**src/rtl/gb_lcd_capture.sv**
```systemverilog
// gb_lcd_capture: turns the Gameboy LCD pixel stream into linear 2bpp framebuffer writes,
// clearing the buffer while the LCD is off and reporting per-frame line counts.
module gb_lcd_capture #(
  parameter int WIDTH = 160,
  parameter int HEIGHT = 144,
  parameter int AW = 15,
  parameter logic [1:0] CLEAR_VAL = 2'b00
) (
  input  logic          clk,
  input  logic          reset,
  input  logic          lcd_clkena,
  input  logic [1:0]    lcd_data,
  input  logic [1:0]    lcd_mode,
  input  logic          lcd_on,
  output logic [AW-1:0] fb_addr,
  output logic [1:0]    fb_data,
  output logic          fb_we,
  output logic          frame_done,
  output logic [7:0]    frame_lines,
  output logic [7:0]    frame_count,
  output logic          pix_overflow
);
  localparam int N = WIDTH * HEIGHT;
  localparam int XW = $clog2(WIDTH + 1);
  localparam int YW = $clog2(HEIGHT + 1);
  localparam logic [XW-1:0] XMAX = XW'(WIDTH);
  localparam logic [YW-1:0] YMAX = YW'(HEIGHT);
  typedef enum logic [1:0] {CLEAR, IDLE, SYNC, CAPTURE} state_t;
  state_t state_q, state_d;
  logic [AW-1:0] clear_addr_q, clear_addr_d, row_base_q, row_base_d, fb_addr_q, fb_addr_d;
  logic [XW-1:0] x_q, x_d;
  logic [YW-1:0] y_q, y_d;
  logic [1:0] prev_mode_q, fb_data_q, fb_data_d;
  logic prev_on_q, fb_we_q, fb_we_d, frame_done_q, frame_done_d, pix_overflow_q, pix_overflow_d;
  logic [7:0] frame_lines_q, frame_lines_d, frame_count_q, frame_count_d;
  logic on_fall, on_rise, vbl, line_end, strobe;
  always_comb begin
    on_fall = prev_on_q & ~lcd_on;
    on_rise = ~prev_on_q & lcd_on;
    vbl = lcd_mode == 2'd1 && prev_mode_q != 2'd1;
    line_end = lcd_mode == 2'd0 && prev_mode_q == 2'd3;
    strobe = lcd_clkena && lcd_mode == 2'd3;
    state_d = state_q;
    clear_addr_d = clear_addr_q;
    row_base_d = row_base_q;
    x_d = x_q;
    y_d = y_q;
    fb_we_d = 1'b0;
    fb_addr_d = fb_addr_q;
    fb_data_d = fb_data_q;
    frame_done_d = 1'b0;
    frame_lines_d = frame_lines_q;
    frame_count_d = frame_count_q;
    pix_overflow_d = pix_overflow_q;
    if (state_q == CLEAR) begin
      fb_we_d = 1'b1;
      fb_addr_d = clear_addr_q;
      fb_data_d = CLEAR_VAL;
      clear_addr_d = clear_addr_q + AW'(1);
      pix_overflow_d = 1'b0;
      if (clear_addr_q == AW'(N - 1)) state_d = lcd_on ? SYNC : IDLE;
    end else if (on_fall) begin
      state_d = CLEAR;
      clear_addr_d = '0;
      pix_overflow_d = 1'b0;
    end else if ((state_q == IDLE && on_rise) || (state_q == SYNC && vbl)) begin
      state_d = CAPTURE;
      x_d = '0;
      y_d = '0;
      row_base_d = '0;
    end else if (state_q == CAPTURE) begin
      if (vbl) begin
        frame_done_d = 1'b1;
        frame_lines_d = 8'(y_q);
        frame_count_d = frame_count_q + 8'd1;
        x_d = '0;
        y_d = '0;
        row_base_d = '0;
      end else if (line_end) begin
        x_d = '0;
        y_d = y_q < YMAX ? y_q + YW'(1) : y_q;
        row_base_d = y_q < YMAX ? row_base_q + AW'(WIDTH) : row_base_q;
      end else if (strobe) begin
        if (x_q < XMAX && y_q < YMAX) begin
          fb_we_d = 1'b1;
          fb_addr_d = row_base_q + AW'(x_q);
          fb_data_d = lcd_data;
          x_d = x_q + XW'(1);
        end else pix_overflow_d = 1'b1;
      end
    end
  end
  always_ff @(posedge clk) begin
    if (reset) begin
      state_q <= CLEAR;
      clear_addr_q <= '0;
      row_base_q <= '0;
      x_q <= '0;
      y_q <= '0;
      prev_mode_q <= '0;
      prev_on_q <= 1'b0;
      fb_we_q <= 1'b0;
      fb_addr_q <= '0;
      fb_data_q <= '0;
      frame_done_q <= 1'b0;
      frame_lines_q <= '0;
      frame_count_q <= '0;
      pix_overflow_q <= 1'b0;
    end else begin
      state_q <= state_d;
      clear_addr_q <= clear_addr_d;
      row_base_q <= row_base_d;
      x_q <= x_d;
      y_q <= y_d;
      prev_mode_q <= lcd_mode;
      prev_on_q <= lcd_on;
      fb_we_q <= fb_we_d;
      fb_addr_q <= fb_addr_d;
      fb_data_q <= fb_data_d;
      frame_done_q <= frame_done_d;
      frame_lines_q <= frame_lines_d;
      frame_count_q <= frame_count_d;
      pix_overflow_q <= pix_overflow_d;
    end
  end
  assign fb_addr = fb_addr_q;
  assign fb_data = fb_data_q;
  assign fb_we = fb_we_q;
  assign frame_done = frame_done_q;
  assign frame_lines = frame_lines_q;
  assign frame_count = frame_count_q;
  assign pix_overflow = pix_overflow_q;
endmodule
```
**config.mk**
```make
export PLATFORM = sky130hd
export DESIGN_NAME = gb_lcd_capture
export DESIGN_NICKNAME = d
export VERILOG_FILES = /design/src/rtl/gb_lcd_capture.sv
export SDC_FILE = /design/constraint.sdc
export NUM_CORES = 1
export LEC_CHECK = 0
export BUFFER_PORTS_ARGS = -buffer_cell sky130_fd_sc_hd__buf_2
export CORE_MARGIN = 10
export CORE_UTILIZATION = 53
export CTS_BUF_LIST = sky130_fd_sc_hd__clkbuf_16
export DETAILED_ROUTE_END_ITERATION = 16
export PLACE_DENSITY = 0.83
export SETUP_SLACK_MARGIN = 0.05
export SLEW_MARGIN = 20
export SYNTH_ARGS = -nofsm -noshare
export SYNTH_HDL_FRONTEND = slang
export SYNTH_SLANG_ARGS = --single-unit
```
**constraint.sdc**
```tcl
create_clock -name clk -period 1.9 [get_ports clk]
set_input_delay 0.285 -clock clk [delete_from_list [all_inputs] [get_ports clk]]
set_output_delay 0.285 -clock clk [all_outputs]
set_load 0.01 [all_outputs]
```
# Yosys cells after proc, flatten, opt, wreduce, memory -nomap -nowiden
# Cells that the tools add are included.
totals:
  latch_bits: 0
  word_cells: 115
  ram_bits: 0
  input_bits: 8
  n_memories: 0
  register_bits: 87
  mem_bits_ro: 0
  out_inout_bits: 36
classes:
  div: 0
  add_sub_neg: 6
  shift: 0
  eq_ne: 13
  n_reduce_logical: 29
  muxes: 40
  mul: 0
  n_lt_le_gt_ge: 2
  n_bitwise: 11
op_table:
  columns: ["cell", "n"]
  rows:
  - ["$mux 15", 15]
  - ["$mux 8", 11]
  - ["$add 8x1->8 const B", 3]
  - ["$lt 8x8->1 const B", 2]
  - ["$add 15x1->15 const B", 1]
  - ["$add 15x8->15", 1]
  - ["$add 15x8->15 const B", 1]
  - ["$eq 15x15->1 const B", 1]
  - ["$reduce_and 5->1", 3]
  - ["$reduce_and 7->1", 2]
  - ["$mux 2", 5]
  - ["$ne 2x1->1 const B", 5]
  - ["$reduce_bool 2->1", 5]
  - ["$mux 1", 9]
  - ["$not 1->1", 9]
  - ["$reduce_bool 3->1", 3]
  - ["$eq 2x2->1 const B", 4]
  - ["$reduce_bool 4->1", 2]
  - ["$logic_and 1x1->1", 6]
  - ["$reduce_and 6->1", 1]
  - ["$reduce_or 5->1", 1]
  - ["$eq 2x1->1 const B", 2]
  - ["$logic_not 2->1", 2]
  - ["$reduce_or 3->1", 1]
  - ["5 further kinds", 6]

# Depth between registers and ports, before layout
# Gate-level depths: netlist (run 1).
logic_depth:
  word_depth: 10
  depth_mapped: 10
  ltp_nobuf: 7

# Least setup slack after synthesis (run 1)
# OpenSTA, ideal clock, no wires.
synth_timing:
  kind: "register to register"
  start: "register state_q[1]"
  end: "register frame_count_q[0] (netlist: frame_count[0])"
  setup_slack_ns: -0.107
  n_path_buf: 3
  path_stages_with_launch: 11
  required_ns: 1.775
  setup_ns: 0.125
  arrival_time_ns: 1.882
  path_cell_list: "dfxtp_1 inv_1 ha_1 and3b_1 buf_6 or3_1 buf_2 or2_1 buf_6 xor2_1 nor2_2"
synth_between:
  elab_chain_cells: 5
synth_lines:
  columns: ["item", "line", "text"]
  rows:
  - ["start, declared", "29", "state_t state_q, state_d;"]
  - ["start signal, assigned", "110", "state_q <= state_d;"]
  - ["$eq 2x1->1 or $eq 2x2->1 (tied branches)", "66", "end else if ((state_q == IDLE && on_rise) || (state_q == SYNC && vbl)) begin"]
  - ["$logic_and 1x1->1", "66", null]
  - ["$logic_or 1x1->1", "66", null]
  - ["$not 1->1 (no source line)", null, null]
  - ["$reduce_and 5->1 (no source line) *", null, null]
  - ["end signal, assigned", "122", "frame_count_q <= frame_count_d;"]
  - ["end, declared", "35", "logic [7:0] frame_lines_q, frame_lines_d, frame_count_q, frame_count_d;"]
# Every way passes the cells marked *; elsewhere a longest branch is shown, timed or not.
# A chain may end at the register's enable or synchronous reset.

# Worst setup path in the final report (run 1)
layout_timing:
  start: "register state_q[1]"
  end: "register fb_addr_q[7] (netlist: fb_addr[7])"
layout_between:
  elab_chain_cells: 5
layout_lines:
  columns: ["item", "line", "text"]
  rows:
  - ["$eq 2x1->1 or $eq 2x2->1 (tied branches)", "66", null]
  - ["$logic_and 1x1->1", "66", null]
  - ["$logic_or 1x1->1", "66", null]
  - ["$ne 2x2->1 (no source line)", null, null]
  - ["$reduce_and 7->1 (no source line)", null, null]
  - ["end signal, assigned", "118", "fb_addr_q <= fb_addr_d;"]
  - ["end, declared", "30", "logic [AW-1:0] clear_addr_q, clear_addr_d, row_base_q, row_base_d, fb_addr_q, fb_addr_d;"]
# Parallel ways exist; a longest one is shown, timed or not.

==> impl_results.md, run 1 <==
- Outcome: finished with violations
- Violated checks: negative setup slack
- CP endpoint: fb_addr[7]$_SDFFE_PP0P_
- Tightest Hold Check Type: primary input to register
- Pleak: 2.49 nW
- Final period demand of the worst path: 2110 ps
- Diode count: 0
- Die X-Extent: 111 µm
- Pre-CTS setup slack: -156 ps
- Worst R2R End: fb_addr[7]$_SDFFE_PP0P_
- DIE AREA: 12300 µm²
- Post-Route Setup TNS: -5570 ps
- Top-count cell post-synth: dfxtp_1
- Vias in the first global route: 4400
- Root Driver: clkbuf_16
- Net load switching power: 3.16 mW
- I/O Buffers: 43
- Number of antenna violations at the first check in global routing: 0
- DRC: 0
- Finished Cell Area: 6150 µm²
- Setup WS post-layout: -209 ps
- Die Ht: 111 µm
- Layout Utilization: 75.6%
- Final Setup Violations: 49
- Vias per inst: 6.49
- Share of cells above drive strength 1: 39.2%
- Max incr delay on CP: 380 ps
- Global-route wire length before repair: 20900 µm
- Sequential area share after synthesis: 37.4%
- Area Growth Syn to Fin: 40.4%
- Fin crit share: 111%
- PwrDens: 1310 nW/µm²
- Antenna-violating nets left: 0
- Dpl hpwl: 7810 µm
- RSZ-0062 raised after global routing: true
- GRT Total Usage: 20.0%
- Critical Path Fanout Max: 5
- Worst vdd ir: 0.00150 V
- Avg Synthesized Cell Area: 8.72 µm²
- Worst R2R Start: state_q[1]$_SDFFE_PP0P_
- CP max stage cell: or3_4
- Gate power share: 53.9%
- Crit Path Class: register to register
- Synthesized Nets: 524
- Internal: 4.92 mW
- Synth cell types: 71
- Synth Warn #: 0
- Max-slew headroom: 55.7%
- Clk_lat worst skew: 350 ps
- Initial core utilization: 53.9%
- DRT iter0 DRCs: 658
- Final hold viol count: 0
- Critical path's most frequent cell: buf_12
- Layout net count: 630
- Clk_skew: 3.84 ps
- Top Family by Delay on Critical Path: simple AND/OR/NAND/NOR gates
- GR Overflow Total: 0
- CP arrival: 2370 ps
- Share of the synthesized area in the top cell type: 37.4%
- Max-Cap Viols: 0
- Startpoint types: register
- CTS tree: built
- Clk slew on worst S/H paths: 60 ps
- Mapped Cells: 503
- CP endpoint kind: register
- Post-Syn Area: 4380 µm²
- Sw Share: 39.1%
- Worst Tran Pin Value: 665 ps
- Largest net degree at the start of global routing: 66
- WP depth: 9
- Cell Area, Placed: 5060 µm²
- Reg2Reg Setup Slack: -210 ps
- Area leader, netlist: dfxtp_1
- Fillers: 457
- EDFF count, synth: 0
- Worst setup path start: state_q[1]$_SDFFE_PP0P_
- DRT Pass-1 Iters: 6
- Max clock buf depth: 2
- CTS H-tree depth: 3
- Share of flip-flops with an asynchronous set or reset: 0%
- Fmax: 474 MHz
- Core Rows: 33
- CTS Buf Count: 9
- Clk sink count: 82
- Final Slew Violations: 0
- Vias post-DR: 4662
- Wire per inst: 20.8 µm
- Worst path required time: 2160 ps
- Worst r2r path cells: 9
- Main area contributors after synthesis: dfxtp_1, mux2i_1, nor2_1, ha_1, a21oi_1
- Critical path, cell by cell: inv_4 > ha_4 > and3b_2 > or3_4 > o32ai_4 > buf_12 > buf_12 > nor2_4 > a311oi_2
- Flop pwr share: 24.4%
- Final wirelength: 14900 µm
- Most frequent cells after synthesis: dfxtp_1, nor2_1, nand2_1
- Number of hold-repair buffers added at the cts stage: 0
- IO Count: 44
- #FFs+latches synth: 82
- CP bufs+invs: 3
- Final Wtd Congestion: 0.851
- Pwr Total: 8.07 mW
- Clock share of power: 21.7%
- Area of the core: 8130 µm²
- Main synth FF type: dfxtp_1
area by class of cell:
| cell class | count | area (µm²) | area share (%) |
|---|---|---|---|
| inverters | 10 | 40.0 | 0.651 |
| well taps | 105 | 131 | 2.14 |
| repair buffers | 124 | 977 | 15.9 |
| clock buffers | 9 | 225 | 3.66 |
| flip-flops and latches | 82 | 1660 | 27.0 |
| clock inverters | 6 | 57.6 | 0.935 |
| multi-input cells | 382 | 3060 | 49.8 |
how the worst min path moves through the flow:
stage | to | from | cells past startpoint | slack, ps
after floorplan | prev_mode_q[0]$_SDFF_PP0_ | lcd_mode[0] | 1 | 410
after global placement | fb_addr[9]$_SDFFE_PP0P_ | fb_addr[9]$_SDFFE_PP0P_ | 2 | 440
after detailed placement | fb_addr[9]$_SDFFE_PP0P_ | fb_addr[9]$_SDFFE_PP0P_ | 2 | 440
after CTS | prev_on_q$_SDFF_PP0_ | reset | 2 | 180
after global routing | prev_on_q$_SDFF_PP0_ | reset | 2 | 200
final | prev_on_q$_SDFF_PP0_ | reset | 2 | 190
routing by layer:
layer | wire length (µm) | vias to the layer above | GRT usage (%) | share of wire [%]
li1 | - | 2053 | - | -
met1 | 5750 | 2203 | 22.4 | 39
met2 | 7130 | 315 | 33.7 | 48
met3 | 1210 | 91 | 5.47 | 8.1
met4 | 814 | 0 | 10.9 | 5.5
met5 | 0 | - | 0 | 0
repair_timing:
| action | in CTS | in global routing |
|---|---|---|
| pin swaps | 19 | 31 |
| setup buffers | 14 | 8 |
| resized for setup | 65 | 63 |
| setup endpoints to repair | 60 | 70 |
| cloned | 0 | 4 |
per-stage QoR:
step | std cells | hold WS (ps)
global placement | 678 | 443
floorplan | 503 | 413
global route | 718 | 201
detailed placement | 678 | 445
CTS | 707 | 185
finish | 718 | 186
worst register-to-register path, delay by kind of cell, from the launching register on:
| family | cells | cell delay (ps) |
|---|---|---|
| AND/OR/NAND/NOR | 3 | 680 |
| AO/OA/AOI/OAI | 2 | 480 |
| flip-flops | 1 | 370 |
| buffers and inverters | 3 | 340 |
| adder cells (fa/ha/maj) | 1 | 140 |
power by group through the flow:
| stage | clock [mW] | sequential, mW | combinational, mW |
|---|---|---|---|
| final | 1.75 | 1.97 | 4.35 |
| after floorplan | 0 | 2.01 | 1.62 |
| after detailed placement | 0 | 1.97 | 2.51 |
| after global placement | 0 | 1.96 | 2.42 |
| after global routing | 1.81 | 1.98 | 4.51 |
| after CTS | 1.72 | 1.95 | 2.89 |
cells by family after synthesis:
family / synth area share, %
xor gates and xnor gates: 3.80
DFF: 37.4
AOI/OAI and AO/OA: 18.5
muxes: 6.28
adders and majority gates: 3.71
and+or+nand+nor: 26.0
buffers and inverters: 4.17
other: 0.0855
cells in the final DEF, fill, tap and decap left out, types with 5 or more instances in the layout:
cell type	count
nand3_1	17
nand4_1	5
o21ai_2	5
nor2_1	39
buf_2	43
nor2b_1	10
buf_12	5
a211oi_2	6
and3_1	14
nor3_2	12
nand2b_1	5
buf_6	15
a211o_1	6
mux2i_1	23
nor2_2	5
nor2_4	10
o211ai_1	6
nor3_1	13
inv_1	7
o21ai_0	12
a21oi_1	28
buf_4	59
clkbuf_16	11
nor4_4	6
dfxtp_1	76
xnor2_1	16
ha_1	9
nand2_1	36
registers in the layout, indices dropped and copies added (netlist names):
name,flops
prev_mode_q,2
frame_lines,8
x_q,8
pix_overflow,1
fb_data,2
prev_on_q,1
frame_count,8
frame_done,1
clear_addr_q,15
fb_we,1
fb_addr,15
row_base_q,10
state_q,2
y_q,8
(Power assumes the default switching activity.)
==> run 2: changes to the inputs <==
Settings changed: CELL_PAD_IN_SITES_DETAIL_PLACEMENT from default to 0, CELL_PAD_IN_SITES_GLOBAL_PLACEMENT from default to 1, CORE_UTILIZATION 53 to 41, CTS_CLUSTER_DIAMETER from default to 80, PLACE_DENSITY 0.83 to 0.84.
==> impl_results.md, run 2 (same netlist as run 1, synthesis figures left out) <==
- Outcome: finished with violations
- Violated checks: negative setup slack
- Worst R2R Start: state_q[0]$_SDFFE_PP0P_
- Worst vdd ir: 0.000561 V (-62%)
- Wire length on met2: 5940 µm (-17%)
- Final hold viol count: 0 (unchanged)
- Fmax: 494 MHz (+4.2%)
- Share of cells above drive strength 1: 36.1% (-3.1 points)
- Vias in the first global route: 4026 (-8.5%)
- Pleak: 2.43 nW (-2.4%)
- CP arrival: 2280 ps (-90 ps)
- GR Overflow Total: 0 (unchanged)
- CP endpoint kind: register
- Final wirelength: 12300 µm (-18%)
- Hold-critical path endpoint: prev_mode_q[1]$_SDFF_PP0_
- Layout net count: 631 (+0.16%)
- Worst Hold Depth: 2 (unchanged)
- CTS tree: built
- CP max stage cell: or3_4
- Reg2Reg Setup Slack: -120 ps (+80 ps)
- CP bufs+invs: 1 (-2)
- Area Growth Syn to Fin: 37.8%
- Met3 wire len: 560 µm (-54%)
- Multi-input logic area: 3010 µm² (-1.9%)
- PwrDens: 1150 nW/µm² (-12%)
- Worst path required time: 2150 ps (about the same)
- Critical Path Fanout Max: 19 (+14)
- Number of antenna violations at the first check in global routing: 0 (unchanged)
- Worst r2r path cells: 7 (-2)
- DRT iter0 DRCs: 369 (-44%)
- Crit Path Class: register to register
- Startpoint types: register
- Root Driver: clkbuf_16
- Max clock buf depth: 2 (unchanged)
- Area of the core: 10400 µm² (+27%)
- CTS H-tree depth: 3 (unchanged)
- Top Family by Delay on Critical Path: simple AND/OR/NAND/NOR gates
- Largest net degree at the start of global routing: 63 (-4.5%)
- Finished Cell Area: 6040 µm² (-1.8%)
- DIE AREA: 15200 µm² (+24%)
- Dpl hpwl: 8210 µm (+5.1%)
- Final period demand of the worst path: 2020 ps (-84.6 ps)
- Final Slew Violations: 0 (unchanged)
- Global-route wire length before repair: 20100 µm (-4.3%)
- Die Ht: 123 µm (+11%)
- Clk sink count: 82 (unchanged)
- Post-Route Setup TNS: -2030 ps (+3540 ps)
- Fin crit share: 107% (-4.5 points)
- HP Start: lcd_mode[1]
- Max-Cap Viols: 0 (unchanged)
- Worst setup path start: state_q[0]$_SDFFE_PP0P_
- I/O Buffers: 43 (unchanged)
- Pre-CTS setup slack: -144 ps (+12.0 ps)
- RSZ-0062 raised after global routing: true
- Setup WS post-layout: -124 ps (+84.6 ps)
- Placed insts: 718 (+5.9%)
- DRT Pass-1 Iters: 5 (-1)
- Final Wtd Congestion: 0.905 (+6.3%)
- Critical path, cell by cell: ha_4 > and3b_2 > or3_4 > o32ai_4 > buf_12 > nor2_1 > a311oi_2
- Core Rows: 37 (+12%)
- Initial core utilization: 42.3% (-12 points)
- CTS Buf Count: 9 (unchanged)
- Clk_skew: 6.23 ps (+2.39 ps)
- Diode count: 0 (unchanged)
- Cell Area, Placed: 5160 µm² (+1.9%)
- Final std cells w/o fill: 751 (+4.6%)
- Highest Signal Layer: met4
- Commonest non-fill, non-tap cells in the layout: dfxtp_1, buf_4, nor2_1
- Die X-Extent: 123 µm (+11%)
- Tightest Hold Check Type: primary input to register
- Register area: 1650 µm² (-0.75%)
- Vias post-DR: 4188 (-10%)
- Antenna-violating nets left: 0 (unchanged)
- Clk_lat worst skew: 340 ps (about the same)
- Layout Utilization: 58.3% (-17 points)
- IO Count: 44 (unchanged)
- Final Setup Violations: 41 (-16%)
- Clk slew on worst S/H paths: 60 ps (about the same)
- Fillers: 910 (+99%)
- Number of hold-repair buffers added at the cts stage: 0 (unchanged)
- Max incr delay on CP: 440 ps (+60 ps)
- M1 WL: 5510 µm (-4.1%)
- Most common cell after layout, fill and taps aside: dfxtp_1
- DRC: 0 (unchanged)
- Worst R2R End: fb_addr[7]$_SDFFE_PP0P_
- GRT Total Usage: 16.2% (-3.8 points)
- Vias per inst: 5.58 (-14%)
- Wire per inst: 16.3 µm (-21%)
-- run 2: cell types whose count changed in the layout (fill, tap and decap cells not counted), moves of 3 or more --
cell	delta
buf_4	+6
nor2_1	+6
a211oi_1	+4
a211oi_2	-4
dfxtp_1	+4
a21oi_2	+3
buf_12	-3
dfxtp_4	-3
nand2_4	-3
nor2_2	-3
nor2_4	-3
-- run 2: what timing repair did --
item                       4_1_cts  5_1_grt
pin swaps                        8       22
setup endpoints to repair       55       68
buffers inserted                 5       10
cloned                           2        0
gates resized for setup         49       53
-- run 2: worst max path at each step --
stage,depth (start not counted),endpoint
finish,7,fb_addr[7]$_SDFFE_PP0P_
global route,8,fb_addr[7]$_SDFFE_PP0P_
CTS,8,fb_addr[7]$_SDFFE_PP0P_
detailed placement,6,fb_addr[14]$_SDFFE_PP0P_
global placement,6,fb_addr[12]$_SDFFE_PP0P_
floorplan,10,frame_count[0]$_SDFFE_PP0P_
-- run 2: final cells by class --
class,count,share of cell area [%]
clock inverters,7,0.870
well taps,136,2.82
inverters,10,0.683
clock buffers,9,3.73
flip-flops and latches,82,27.3
multi-input cells,383,49.7
repair buffers,124,14.9
-- run 2: through the flow --
stage	hold slack (ps)	total power [mW]
detailed placement	448	4.54
floorplan	413	3.63
global placement	444	4.46
CTS	198	6.48
finish	203	6.94
global route	225	7.30
-- run 2: routing by layer --
metal  vias to the layer above  track usage (%)
li1                       2060                -
met1                      2007             20.3
met2                        99             26.4
met3                        22             3.01
met4                         0             7.50
met5                         -                0
-- run 2: worst reg2reg max path, stage by stage (launching register included) --
cell and delay [ps]:
dfxtp_4 370, ha_4 150, and3b_2 250, or3_4 440, o32ai_4 250, buf_12 190
nor2_1 60, a311oi_2 220
-- run 2: power by group --
part	total [mW]	internal [mW]	switching, mW
logic	3.33	1.50	1.82
clock network	1.67	0.990	0.678
registers	1.95	1.87	0.0832
total	6.94	4.36	2.58
